<file path="src/rtl/apb2wb_if.sv">
// APB-side and Wishbone-side signal bundle for apb2wb_bridge.
// "slave" is the bridge's view; "master" is the view of the surrounding system.
interface apb2wb_if #(
  parameter int APB_AW = 7,
  parameter int WB_AW  = 5
);
  logic              apb_sel_i;
  logic              apb_enable_i;
  logic              apb_write_i;
  logic [APB_AW-1:0] apb_addr_i;
  logic [31:0]       apb_wdata_i;
  logic [31:0]       apb_rdata_o;
  logic              apb_ready_o;
  logic              apb_slverr_o;
  logic [WB_AW-1:0]  wb_adr_o;
  logic [31:0]       wb_dat_o;
  logic [31:0]       wb_dat_i;
  logic              wb_we_o;
  logic [3:0]        wb_sel_o;
  logic              wb_stb_o;
  logic              wb_cyc_o;
  logic              wb_ack_i;

  modport slave (
    input  apb_sel_i, apb_enable_i, apb_write_i, apb_addr_i, apb_wdata_i,
    input  wb_dat_i, wb_ack_i,
    output apb_rdata_o, apb_ready_o, apb_slverr_o,
    output wb_adr_o, wb_dat_o, wb_we_o, wb_sel_o, wb_stb_o, wb_cyc_o
  );

  modport master (
    output apb_sel_i, apb_enable_i, apb_write_i, apb_addr_i, apb_wdata_i,
    output wb_dat_i, wb_ack_i,
    input  apb_rdata_o, apb_ready_o, apb_slverr_o,
    input  wb_adr_o, wb_dat_o, wb_we_o, wb_sel_o, wb_stb_o, wb_cyc_o
  );
endinterface

</file>
<file path="src/rtl/apb2wb_bridge.sv">
// APB slave to Wishbone classic master bridge, one outstanding transfer at a time.
// Define APB2WB_TIMEOUT_EN to add an ack timeout that completes with apb_slverr_o=1.
module apb2wb_bridge #(
  parameter int APB_AW  = 7,
  parameter int WB_AW   = 5,
  parameter int TIMEOUT = 16
) (
  input  logic     wb_clk_i,
  input  logic     wb_rst_i,
  apb2wb_if.slave  bus
);

  typedef enum logic [1:0] {IDLE, WB, DONE} state_t;

  state_t            state, state_nxt;
  logic              start, ack_hit, timeout_hit;
  logic [WB_AW-1:0]  adr_q;
  logic [31:0]       dat_q;
  logic              we_q;
  logic [3:0]        sel_q;
  logic [31:0]       rdata_q;
  logic              ready_q;

  if (WB_AW > APB_AW || WB_AW < 1 || TIMEOUT < 1) begin : g_bad_param
    $error("apb2wb_bridge: need 1 <= WB_AW <= APB_AW and TIMEOUT >= 1");
  end

  function automatic logic [3:0] lane_sel(input logic [1:0] lsb);
    return 4'b0001 << lsb;
  endfunction

  // Only a setup phase seen from IDLE launches a transfer; later APB activity is ignored.
  assign start   = (state == IDLE) && bus.apb_sel_i && !bus.apb_enable_i;
  assign ack_hit = (state == WB) && bus.wb_ack_i;

  always_ff @(posedge wb_clk_i) begin
    if (wb_rst_i) state <= IDLE;
    else          state <= state_nxt;
  end

  always_comb begin
    state_nxt = state;
    case (state)
      IDLE:    if (start) state_nxt = WB;
      WB:      if (ack_hit || timeout_hit) state_nxt = DONE;
      DONE:    state_nxt = IDLE;
      default: state_nxt = IDLE;
    endcase
  end

  // Request fields are latched once at setup and held through the whole Wishbone cycle.
  always_ff @(posedge wb_clk_i) begin
    if (wb_rst_i) begin
      adr_q   <= '0;
      dat_q   <= '0;
      we_q    <= 1'b0;
      sel_q   <= '0;
      rdata_q <= '0;
      ready_q <= 1'b0;
    end else begin
      if (start) begin
        adr_q <= bus.apb_addr_i[WB_AW-1:0];
        dat_q <= bus.apb_wdata_i;
        we_q  <= bus.apb_write_i;
        sel_q <= lane_sel(bus.apb_addr_i[1:0]);
      end
      if (ack_hit && !we_q) rdata_q <= bus.wb_dat_i;
      else if (timeout_hit) rdata_q <= '0;
      // An abandoned APB access (sel dropped) leaves DONE without a ready pulse.
      ready_q <= (state == DONE) && bus.apb_sel_i;
    end
  end

`ifdef APB2WB_TIMEOUT_EN
  localparam int CNT_W = $clog2(TIMEOUT + 1);

  logic [CNT_W-1:0] wait_cnt;
  logic             err_q;
  logic             slverr_q;

  // wait_cnt holds the number of WB cycles already elapsed; ack on the last cycle still wins.
  assign timeout_hit = (state == WB) && !bus.wb_ack_i && (wait_cnt == CNT_W'(TIMEOUT - 1));

  always_ff @(posedge wb_clk_i) begin
    if (wb_rst_i) begin
      wait_cnt <= '0;
      err_q    <= 1'b0;
      slverr_q <= 1'b0;
    end else begin
      if (start)              wait_cnt <= '0;
      else if (state == WB)   wait_cnt <= wait_cnt + CNT_W'(1);
      if (start)              err_q <= 1'b0;
      else if (timeout_hit)   err_q <= 1'b1;
      slverr_q <= (state == DONE) && bus.apb_sel_i && err_q;
    end
  end

  assign bus.apb_slverr_o = slverr_q;
`else
  assign timeout_hit      = 1'b0;
  assign bus.apb_slverr_o = 1'b0;
`endif

  assign bus.wb_cyc_o    = (state == WB);
  assign bus.wb_stb_o    = (state == WB);
  assign bus.wb_adr_o    = adr_q;
  assign bus.wb_dat_o    = dat_q;
  assign bus.wb_we_o     = we_q;
  assign bus.wb_sel_o    = sel_q;
  assign bus.apb_rdata_o = rdata_q;
  assign bus.apb_ready_o = ready_q;

endmodule
</file>
<file path="src/flat_wrapper.sv">
// flat-port wrapper written by rule: the top's interface ports become plain ports
module apb2wb_bridge_flat 
#(
  parameter int APB_AW  = 7,
  parameter int WB_AW   = 5,
  parameter int TIMEOUT = 16
)
  (wb_clk_i, wb_rst_i, bus_apb_sel_i, bus_apb_enable_i, bus_apb_write_i, bus_apb_addr_i, bus_apb_wdata_i, bus_wb_dat_i, bus_wb_ack_i, bus_apb_rdata_o, bus_apb_ready_o, bus_apb_slverr_o, bus_wb_adr_o, bus_wb_dat_o, bus_wb_we_o, bus_wb_sel_o, bus_wb_stb_o, bus_wb_cyc_o);
  apb2wb_if #(.APB_AW(APB_AW), .WB_AW(WB_AW)) bus_i ();
  input  logic wb_clk_i;
  input  logic wb_rst_i;
  input wire logic [$bits(bus_i.apb_sel_i)-1:0] bus_apb_sel_i;
  input wire logic [$bits(bus_i.apb_enable_i)-1:0] bus_apb_enable_i;
  input wire logic [$bits(bus_i.apb_write_i)-1:0] bus_apb_write_i;
  input wire logic [$bits(bus_i.apb_addr_i)-1:0] bus_apb_addr_i;
  input wire logic [$bits(bus_i.apb_wdata_i)-1:0] bus_apb_wdata_i;
  input wire logic [$bits(bus_i.wb_dat_i)-1:0] bus_wb_dat_i;
  input wire logic [$bits(bus_i.wb_ack_i)-1:0] bus_wb_ack_i;
  output wire logic [$bits(bus_i.apb_rdata_o)-1:0] bus_apb_rdata_o;
  output wire logic [$bits(bus_i.apb_ready_o)-1:0] bus_apb_ready_o;
  output wire logic [$bits(bus_i.apb_slverr_o)-1:0] bus_apb_slverr_o;
  output wire logic [$bits(bus_i.wb_adr_o)-1:0] bus_wb_adr_o;
  output wire logic [$bits(bus_i.wb_dat_o)-1:0] bus_wb_dat_o;
  output wire logic [$bits(bus_i.wb_we_o)-1:0] bus_wb_we_o;
  output wire logic [$bits(bus_i.wb_sel_o)-1:0] bus_wb_sel_o;
  output wire logic [$bits(bus_i.wb_stb_o)-1:0] bus_wb_stb_o;
  output wire logic [$bits(bus_i.wb_cyc_o)-1:0] bus_wb_cyc_o;
  assign bus_i.apb_sel_i = bus_apb_sel_i;
  assign bus_i.apb_enable_i = bus_apb_enable_i;
  assign bus_i.apb_write_i = bus_apb_write_i;
  assign bus_i.apb_addr_i = bus_apb_addr_i;
  assign bus_i.apb_wdata_i = bus_apb_wdata_i;
  assign bus_i.wb_dat_i = bus_wb_dat_i;
  assign bus_i.wb_ack_i = bus_wb_ack_i;
  assign bus_apb_rdata_o = bus_i.apb_rdata_o;
  assign bus_apb_ready_o = bus_i.apb_ready_o;
  assign bus_apb_slverr_o = bus_i.apb_slverr_o;
  assign bus_wb_adr_o = bus_i.wb_adr_o;
  assign bus_wb_dat_o = bus_i.wb_dat_o;
  assign bus_wb_we_o = bus_i.wb_we_o;
  assign bus_wb_sel_o = bus_i.wb_sel_o;
  assign bus_wb_stb_o = bus_i.wb_stb_o;
  assign bus_wb_cyc_o = bus_i.wb_cyc_o;
  apb2wb_bridge #(.APB_AW(APB_AW), .WB_AW(WB_AW), .TIMEOUT(TIMEOUT)) u_core (.wb_clk_i(wb_clk_i), .wb_rst_i(wb_rst_i), .bus(bus_i));
endmodule
</file>
<file path="config.mk">
export PLATFORM = sky130hd
export DESIGN_NAME = apb2wb_bridge_flat
export DESIGN_NICKNAME = d
export VERILOG_FILES = /design/src/rtl/apb2wb_if.sv /design/src/rtl/apb2wb_bridge.sv /design/src/flat_wrapper.sv
export SDC_FILE = /design/constraint.sdc
export NUM_CORES = 1
export LEC_CHECK = 0
export ABC_AREA = 1
export BUFFER_PORTS_ARGS = -buffer_cell sky130_fd_sc_hd__buf_2
export CAP_MARGIN = 25
export CORE_AREA = 10 10 96 98
export CTS_CLUSTER_SIZE = 20
export DETAILED_ROUTE_END_ITERATION = 8
export DIE_AREA = 0 0 106 108
export GPL_TIMING_DRIVEN = 0
export PLACE_DENSITY = 0.85
export SYNTH_ARGS = -nofsm -noshare
export SYNTH_HDL_FRONTEND = slang
export SYNTH_SLANG_ARGS = --single-unit
</file>
<file path="constraint.sdc">
create_clock -name wb_clk_i -period 1.4 [get_ports wb_clk_i]
set_input_delay 0.07 -clock wb_clk_i [delete_from_list [all_inputs] [get_ports wb_clk_i]]
set_output_delay 0.07 -clock wb_clk_i [all_outputs]
set_load 0.01 [all_outputs]
</file>
==> Flow_metrics.wiki, run 1 <==
{| class="wikitable"
! Metric !! Value
|-
| Core outline area || 7450 µm²
|-
| CTS tree || built
|-
| Tcrit/Tclk final || 0.931
|-
| Growth of design area from synthesis to finish || 44.4%
|-
| Highest metal layer with signal wires || met4
|-
| Synthesized-area fraction occupied by and/or/nand/nor cells || 0.324
|-
| Cell count after synthesis || 422
|-
| Clock transition at the register clock pins on the worst setup and hold paths after CTS || 80 ps
|-
| Final core utilization || 0.609
|-
| Final std cell area, no fill || 4540 µm²
|-
| Final antenna-violating net count || 0
|-
| Post-Route Setup TNS || 0 ps
|-
| Total Power || 4.57 mW
|-
| Iteration-0 DRC Markers || 108
|-
| CTS sink count || 77
|-
| Proportion of synthesized area in mux cells || 0
|-
| Final net count || 695
|-
| Number of global-route vias before repair || 3471
|-
| Fraction of the mapped netlist area in compound gates || 0.0681
|-
| Arrival time at the worst endpoint || 1230 ps
|-
| Setup Skew || 10.5 ps
|-
| Upper clock frequency limit || 767 MHz
|-
| Pins Over Slew Limit || 0
|-
| Run status || finished clean
|-
| Number of antenna violations at the first check in global routing || 0
|-
| Met3 Wirelength || 973 µm
|-
| Vert. Die Dim || 108 µm
|-
| DRC violation count after routing || 0
|-
| Number of cell rows || 32
|-
| Final min period || 1300 ps
|-
| Count of TritonRoute iterations in the first routing pass || 4
|-
| Class of the most critical hold timing path || in2reg
|-
| Avg WL per Cell || 14.6 µm
|-
| Critical Path Source Type || flip-flop
|-
| Placement-stage cell area || 4020 µm²
|-
| Instance count after placement with tap cells included || 673
|-
| Max capacitance violation total || 0
|-
| Critical path fanouts, max || 7
|-
| Syn Std Cell Area || 3140 µm²
|-
| Number of endpoints with negative hold slack in the final report || 0
|-
| Maximum number of pins on one net before global-route repair || 14
|-
| Total wirelength of the detailed-routed design || 10.6 mm
|-
| Share of final-layout standard cells stronger than drive strength 1 || 0.331
|-
| Bufs on Longest Clock Path || 2
|-
| Clock tree root buffer cell || clkbuf_8
|-
| Final count of negative-setup-slack endpoints || 0
|-
| Yosys warnings || 0
|-
| Worst path setup slack after routing || 96.9 ps
|-
| Yosys cell types || 22
|-
| Mean cell area of the mapped netlist || 7.45 µm²
|-
| Number of standard cells in the final layout excluding fillers || 726
|-
| Sort of element at the end of the critical path || primary output
|-
| Num ports || 155
|-
| Insertion delay to the later sink of the worst-skew pair || 340 ps
|-
| Per-cell via count in the routed design || 4.87
|-
| Width of the die || 106 µm
|-
| Largest family of logic cells by synthesized area || simple AND/OR/NAND/NOR gates
|-
| Adder and majority cell fraction of the synthesized area || 0
|-
| Net count after synthesis || 499
|-
| Post-DP HPWL || 7.59 mm
|-
| Flip-flop and latch count after synthesis || 77
|-
| Initial Utilization || 0.422
|-
| Crit Path Class || reg2out
|-
| Final estimated routing congestion in global placement || 0.758
|-
| Global routing usage summed across all routing layers || 0.179
|-
| Proportion of synthesized chip area in sequential cells || 0.490
|-
| Setup repair after global routing missed its margin || no
|-
| Worst slack after detailed placement || 174 ps
|-
| H-tree level count || 3
|-
| Met1 routed wirelength after detailed routing || 4.31 mm
|-
| Hold slack || 10.5 ps
|-
| Die footprint || 11400 µm²
|-
| Number of port buffers || 149
|-
| Clock buffer count from CTS || 9
|-
| Post-synthesis share of cell area spent on xor and xnor gates || 0
|-
| Cell Pwr Density || 1010 nW/µm²
|-
| Vias post-DR || 3539
|-
| Detailed-routed wire length on met2 || 5.12 mm
|-
| Wire length of the first global-routing pass || 16.9 mm
|-
| Worst-case vdd ir drop || 0.553 mV
|-
| Required arrival time at the worst endpoint || 1330 ps
|-
| Leak || 2.27 nW
|-
| Global-route congestion overflow total || 0
|}
-- sequential cells by signal, indices dropped and copies added (netlist names) --
register / flops
u_core.bus.apb_rdata_o: 32
u_core.bus.wb_dat_o: 32
u_core.state: 2
u_core.bus.apb_ready_o: 1
u_core.bus.wb_sel_o: 4
u_core.bus.wb_we_o: 1
u_core.bus.wb_adr_o: 5
-- placed cells by master, fill, tap and decap left out, drive strengths merged --
master       count
inv             41
nand3           41
nor2            72
clkinvlp         4
clkinv           2
clkbuf          16
conb             1
nand4           32
nor4             1
buf            183
dfxtp           77
nand3b           1
nand2           79
diode            1
a21oi           42
dlygate4sd3     31
-- cell families (layout without fill, tap and decap cells) --
logic type	count (synthesis)	after routing
other	1	2
AOI/OAI and AO/OA	42	42
DFF	77	77
and+or+nand+nor	226	226
buffers and inverters	76	277
-- timing repair --
| item | 4_1_cts | 5_1_grt |
|---|---|---|
| hold buffers | 31 | 0 |
| pin swaps | 1 | 0 |
| setup buffers | 1 | 4 |
| setup endpoints to repair | 2 | 1 |
| gates resized for setup | 1 | 1 |
| hold endpoints to repair | 31 | 0 |
-- worst max-delay path, cell delays in order (launching register included) --
cell	delay, ps
dfxtp_4	380
inv_1	60
nor2_4	110
buf_6	130
buf_4	100
buf_2	120
-- per-layer routing --
metal	GRT usage	vias up
li1	-	1744
met1	0.198	1624
met2	0.304	154
met3	0.0654	17
met4	0.0774	0
met5	0	-
-- cell type report --
cell class	count	area [µm²]
fillers	706	2910
flip-flops and latches	77	1550
multi-input cells	269	1240
repair buffers	185	1090
plain buffers	35	211
inverters	41	154
clock buffers	10	128
well taps	102	128
clock inverters	6	40.0
diodes	1	2.50
-- final timing paths --
check	start	endpoint	slack, ps	cells after the start
min	bus_apb_addr_i[4]	u_core.bus.wb_adr_o[4]$_SDFFE_PP0P_	10	3
max	u_core.state[0]$_SDFFE_PP0P_	bus_wb_stb_o	100	5
min reg2reg	u_core.bus.wb_dat_o[14]$_SDFFE_PP0P_	u_core.bus.wb_dat_o[14]$_SDFFE_PP0P_	460	2
max reg2reg	u_core.state[1]$_SDFFE_PP0P_	u_core.bus.wb_dat_o[25]$_SDFFE_PP0P_	180	5
-- power by group --
part           leakage (nW)  internal, mW  total [mW]  switching (mW)
Sequential            0.628          2.29        2.34          0.0528
Clock                0.0743         0.638        1.46           0.826
Combinational          1.57         0.347       0.763           0.415
-- synthesized netlist by cell type --
library cell   n  area share
nor2_4         3       0.011
nand2_1       78       0.093
nand3_2        1      0.0032
buf_1          2      0.0024
inv_2          1      0.0012
nand3b_1       1      0.0024
conb_1         1      0.0012
a21oi_1       41       0.065
buf_4          8       0.019
clkbuf_1       5      0.0060
nor4_1         1      0.0020
nand3_1       40       0.064
nor2_2         1      0.0020
nand2_2        1      0.0020
buf_6          4       0.014
nor2_1        68       0.081
clkbuf_2       1      0.0016
dfxtp_1       77        0.49
nand4_1       32       0.064
inv_1         40       0.048
buf_2         15       0.024
a21oi_2        1      0.0028
No activity file was read; power rests on OpenSTA's default activity.
==> inputs of run 2 (changes only) <==
--- a/config.mk
+++ b/config.mk
@@ -8,10 +8,10 @@
 export ABC_AREA = 1
 export BUFFER_PORTS_ARGS = -buffer_cell sky130_fd_sc_hd__buf_2
 export CAP_MARGIN = 25
-export CORE_AREA = 10 10 96 98
+export CORE_AREA = 10 10 75 125
 export CTS_CLUSTER_SIZE = 20
 export DETAILED_ROUTE_END_ITERATION = 8
-export DIE_AREA = 0 0 106 108
+export DIE_AREA = 0 0 85 135
 export GPL_TIMING_DRIVEN = 0
 export PLACE_DENSITY = 0.85
 export SYNTH_ARGS = -nofsm -noshare
==> run 2 against run 1 <==
- clock power increased by 71%
- routed wire length decreased by 5.4%
- worst hold slack improved by 2.2 ps
- global-route usage decreased by 0.68 points
- core utilization increased by 0.61 points
- sequential power about the same
- clock skew decreased by 6.8 ps
- critical path depth unchanged
- sequential share of layout area increased by 0.66 points
- worst setup slack got worse by 11 ps
- via count decreased by 5.6%
- register-to-register slack improved by 20 ps
==> Flow_metrics.wiki, run 2 (synthesis gave the netlist of run 1 again) <==
{| class="wikitable"
! Metric !! Value
|-
| Final net count || 672
|-
| Critical path fanouts, max || 11
|-
| Per-cell via count in the routed design || 4.87
|-
| Pins Over Slew Limit || 0
|-
| Cell Pwr Density || 1240 nW/µm²
|-
| Share of final-layout standard cells stronger than drive strength 1 || 0.338
|-
| Worst Reg2Reg Path Length in Cells || 7
|-
| Maximum number of pins on one net before global-route repair || 15
|-
| Wire length of the first global-routing pass || 16.4 mm
|-
| H-tree level count || 3
|-
| Bufs on Longest Clock Path || 2
|-
| Leading cell types in the layout, fill and taps excluded || buf_2, nand2_1, dfxtp_1
|-
| Sort of element at the end of the critical path || primary output
|-
| Total wirelength of the detailed-routed design || 10.0 mm
|-
| Critical Path Source Type || flip-flop
|-
| Num ports || 155
|-
| CTS tree || built
|-
| Core outline area || 7230 µm²
|-
| HP Start || bus_apb_wdata_i[17]
|-
| Growth of design area from synthesis to finish || 41.6%
|-
| Total Power || 5.53 mW
|-
| Vert. Die Dim || 135 µm
|-
| Part of the total power dissipated in combinational logic || 0.127
|-
| FF-to-FF Start || u_core.state[0]$_SDFFE_PP0P_
|-
| CP bufs+invs || 4
|-
| Most common cell after layout, fill and taps aside || buf_2
|-
| Global routing usage summed across all routing layers || 0.172
|-
| Insertion delay to the later sink of the worst-skew pair || 330 ps
|-
| Power spent charging and discharging nets || 1.37 mW
|-
| Top Family by Delay on Critical Path || buffers and inverters
|-
| Vias post-DR || 3341
|-
| Worst-case vdd ir drop || 1.08 mV
|-
| Setup repair after global routing missed its margin || no
|-
| Number of cell rows || 41
|-
| Number of standard cells in the final layout excluding fillers || 686
|-
| Initial Utilization || 0.435
|-
| Final min period || 1310 ps
|-
| Arrival time at the worst endpoint || 1240 ps
|-
| Global-route congestion overflow total || 0
|-
| Max capacitance violation total || 0
|-
| Clk pwr share || 0.450
|-
| Final std cell area, no fill || 4450 µm²
|-
| Iteration-0 DRC Markers || 154
|-
| Width of the die || 85 µm
|-
| Avg WL per Cell || 14.6 µm
|-
| Post-DP HPWL || 7.81 mm
|-
| Die footprint || 11500 µm²
|-
| Post-Route Setup TNS || 0 ps
|-
| Count of TritonRoute iterations in the first routing pass || 4
|-
| Tcrit/Tclk final || 0.938
|-
| CTS sink count || 77
|-
| # diodes || 0
|-
| Class of the most critical hold timing path || in2reg
|-
| Internal power contribution || 4.16 mW
|-
| Hold slack || 12.6 ps
|-
| Number of endpoints with negative hold slack in the final report || 0
|-
| Sequential group share of total power || 0.423
|-
| Number of port buffers || 149
|-
| Placement-stage cell area || 4000 µm²
|-
| Leak || 2.25 nW
|-
| DRC violation count after routing || 0
|-
| Sequence of cells on the critical path || inv_1 > nor2_4 > buf_6 > buf_4 > buf_2
|-
| Upper clock frequency limit || 761 MHz
|-
| Clock buffer count from CTS || 9
|-
| Reg2reg end || u_core.bus.apb_rdata_o[15]$_SDFFE_PP0P_
|-
| Run status || finished clean
|-
| Final antenna-violating net count || 0
|-
| Worst hold path endpoint || u_core.bus.wb_dat_o[17]$_SDFFE_PP0P_
|-
| Fill cell instance count of the final layout || 651
|-
| Required arrival time at the worst endpoint || 1330 ps
|-
| Slowest-stage cell, CP || dfxtp_4
|-
| Instance count after placement with tap cells included || 657
|-
| Clock tree root buffer cell || clkbuf_16
|-
| Switching power as a share of total power || 0.247
|-
| Final estimated routing congestion in global placement || 0.817
|-
| Number of antenna violations at the first check in global routing || 0
|-
| Crit Path Class || reg2out
|-
| Final count of negative-setup-slack endpoints || 0
|-
| Setup Skew || 3.67 ps
|-
| Clock transition at the register clock pins on the worst setup and hold paths after CTS || 60 ps
|-
| Number of global-route vias before repair || 3417
|-
| Reg-to-reg slack, setup || 200 ps
|-
| Peak per-stage delay on the critical path || 370 ps
|-
| WHS Path Cells || 3
|}
run 2: cell count changes in the layout (fill, tap and decap cells not counted), sizes merged:
cell         before  now
clkbuf           16   15
buf             183  179
inv              41   42
diode             1    0
dlygate4sd3      31   12
bufinv            0    2
clkinv            2    3
clkinvlp          4    1
run 2: worst max path at each step:
| stage | from | to | slack, ps | depth (start not counted) |
|---|---|---|---|---|
| 2_1_floorplan | u_core.state[0]$_SDFFE_PP0P_ | u_core.bus.apb_rdata_o[10]$_SDFFE_PP0P_ | 330 | 6 |
| 3_3_place_gp | u_core.state[0]$_SDFFE_PP0P_ | u_core.bus.apb_rdata_o[5]$_SDFFE_PP0P_ | 200 | 6 |
| 3_5_place_dp | u_core.state[0]$_SDFFE_PP0P_ | u_core.bus.apb_rdata_o[15]$_SDFFE_PP0P_ | 150 | 6 |
| 4_1_cts | u_core.state[0]$_SDFFE_PP0P_ | bus_wb_stb_o | 30 | 5 |
| 5_1_grt | u_core.state[0]$_SDFFE_PP0P_ | bus_wb_stb_o | 2 | 5 |
| 6_report | u_core.state[0]$_SDFFE_PP0P_ | bus_wb_stb_o | 90 | 5 |
run 2: what timing repair did:
item                                   4_1_cts  5_1_grt
hold buffers                                12        0
setup endpoints to repair                    2        1
setup buffers                                1        0
gates resized for setup                      1        1
pin swaps                                    1        0
endpoints found under the hold margin       12        0
run 2: final cells by class:
type                       count  area [µm²]  share of cell area
sequential                    77        1550               0.347
inverter                      41         154              0.0346
multi-input combinational    269        1240               0.278
clock buffer                   9         225              0.0506
buffer                        35         211              0.0475
tap                           86         108              0.0242
clock inverter                 7        98.8              0.0222
timing repair buffer         162         873               0.196
run 2: per-stage QoR:
stage	utilization	worst slack (ps)
3_5_place_dp	0.553	153
6_report	0.615	86.3
2_1_floorplan	-	326
3_3_place_gp	0.553	198
5_1_grt	0.615	2.45
4_1_cts	0.615	33.1
run 2: routing by layer:
layer  part of all wire  track usage  up-vias
met5                  0            0        -
met4              0.025       0.0864        0
met3              0.095       0.0747       20
met2               0.54        0.306      129
met1               0.34        0.161     1494
li1                   -            -     1698
run 2: power by group through the flow:
stage	Clock, mW	Sequential, mW	Combinational (mW)
final	2.49	2.34	0.701
after global routing	2.63	2.35	0.783
after CTS	2.54	2.34	0.704
after detailed placement	0	2.39	0.673
after global placement	0	2.38	0.658
after floorplan	0	2.43	0.334
run 2: worst register-to-register path, cell delays in order (launching register included):
cell and delay, ps:
dfxtp_4 370, inv_1 70, nor2_4 110, buf_4 150, buf_4 170, nand4_1 100, nand2_1 90, nor2_1 40
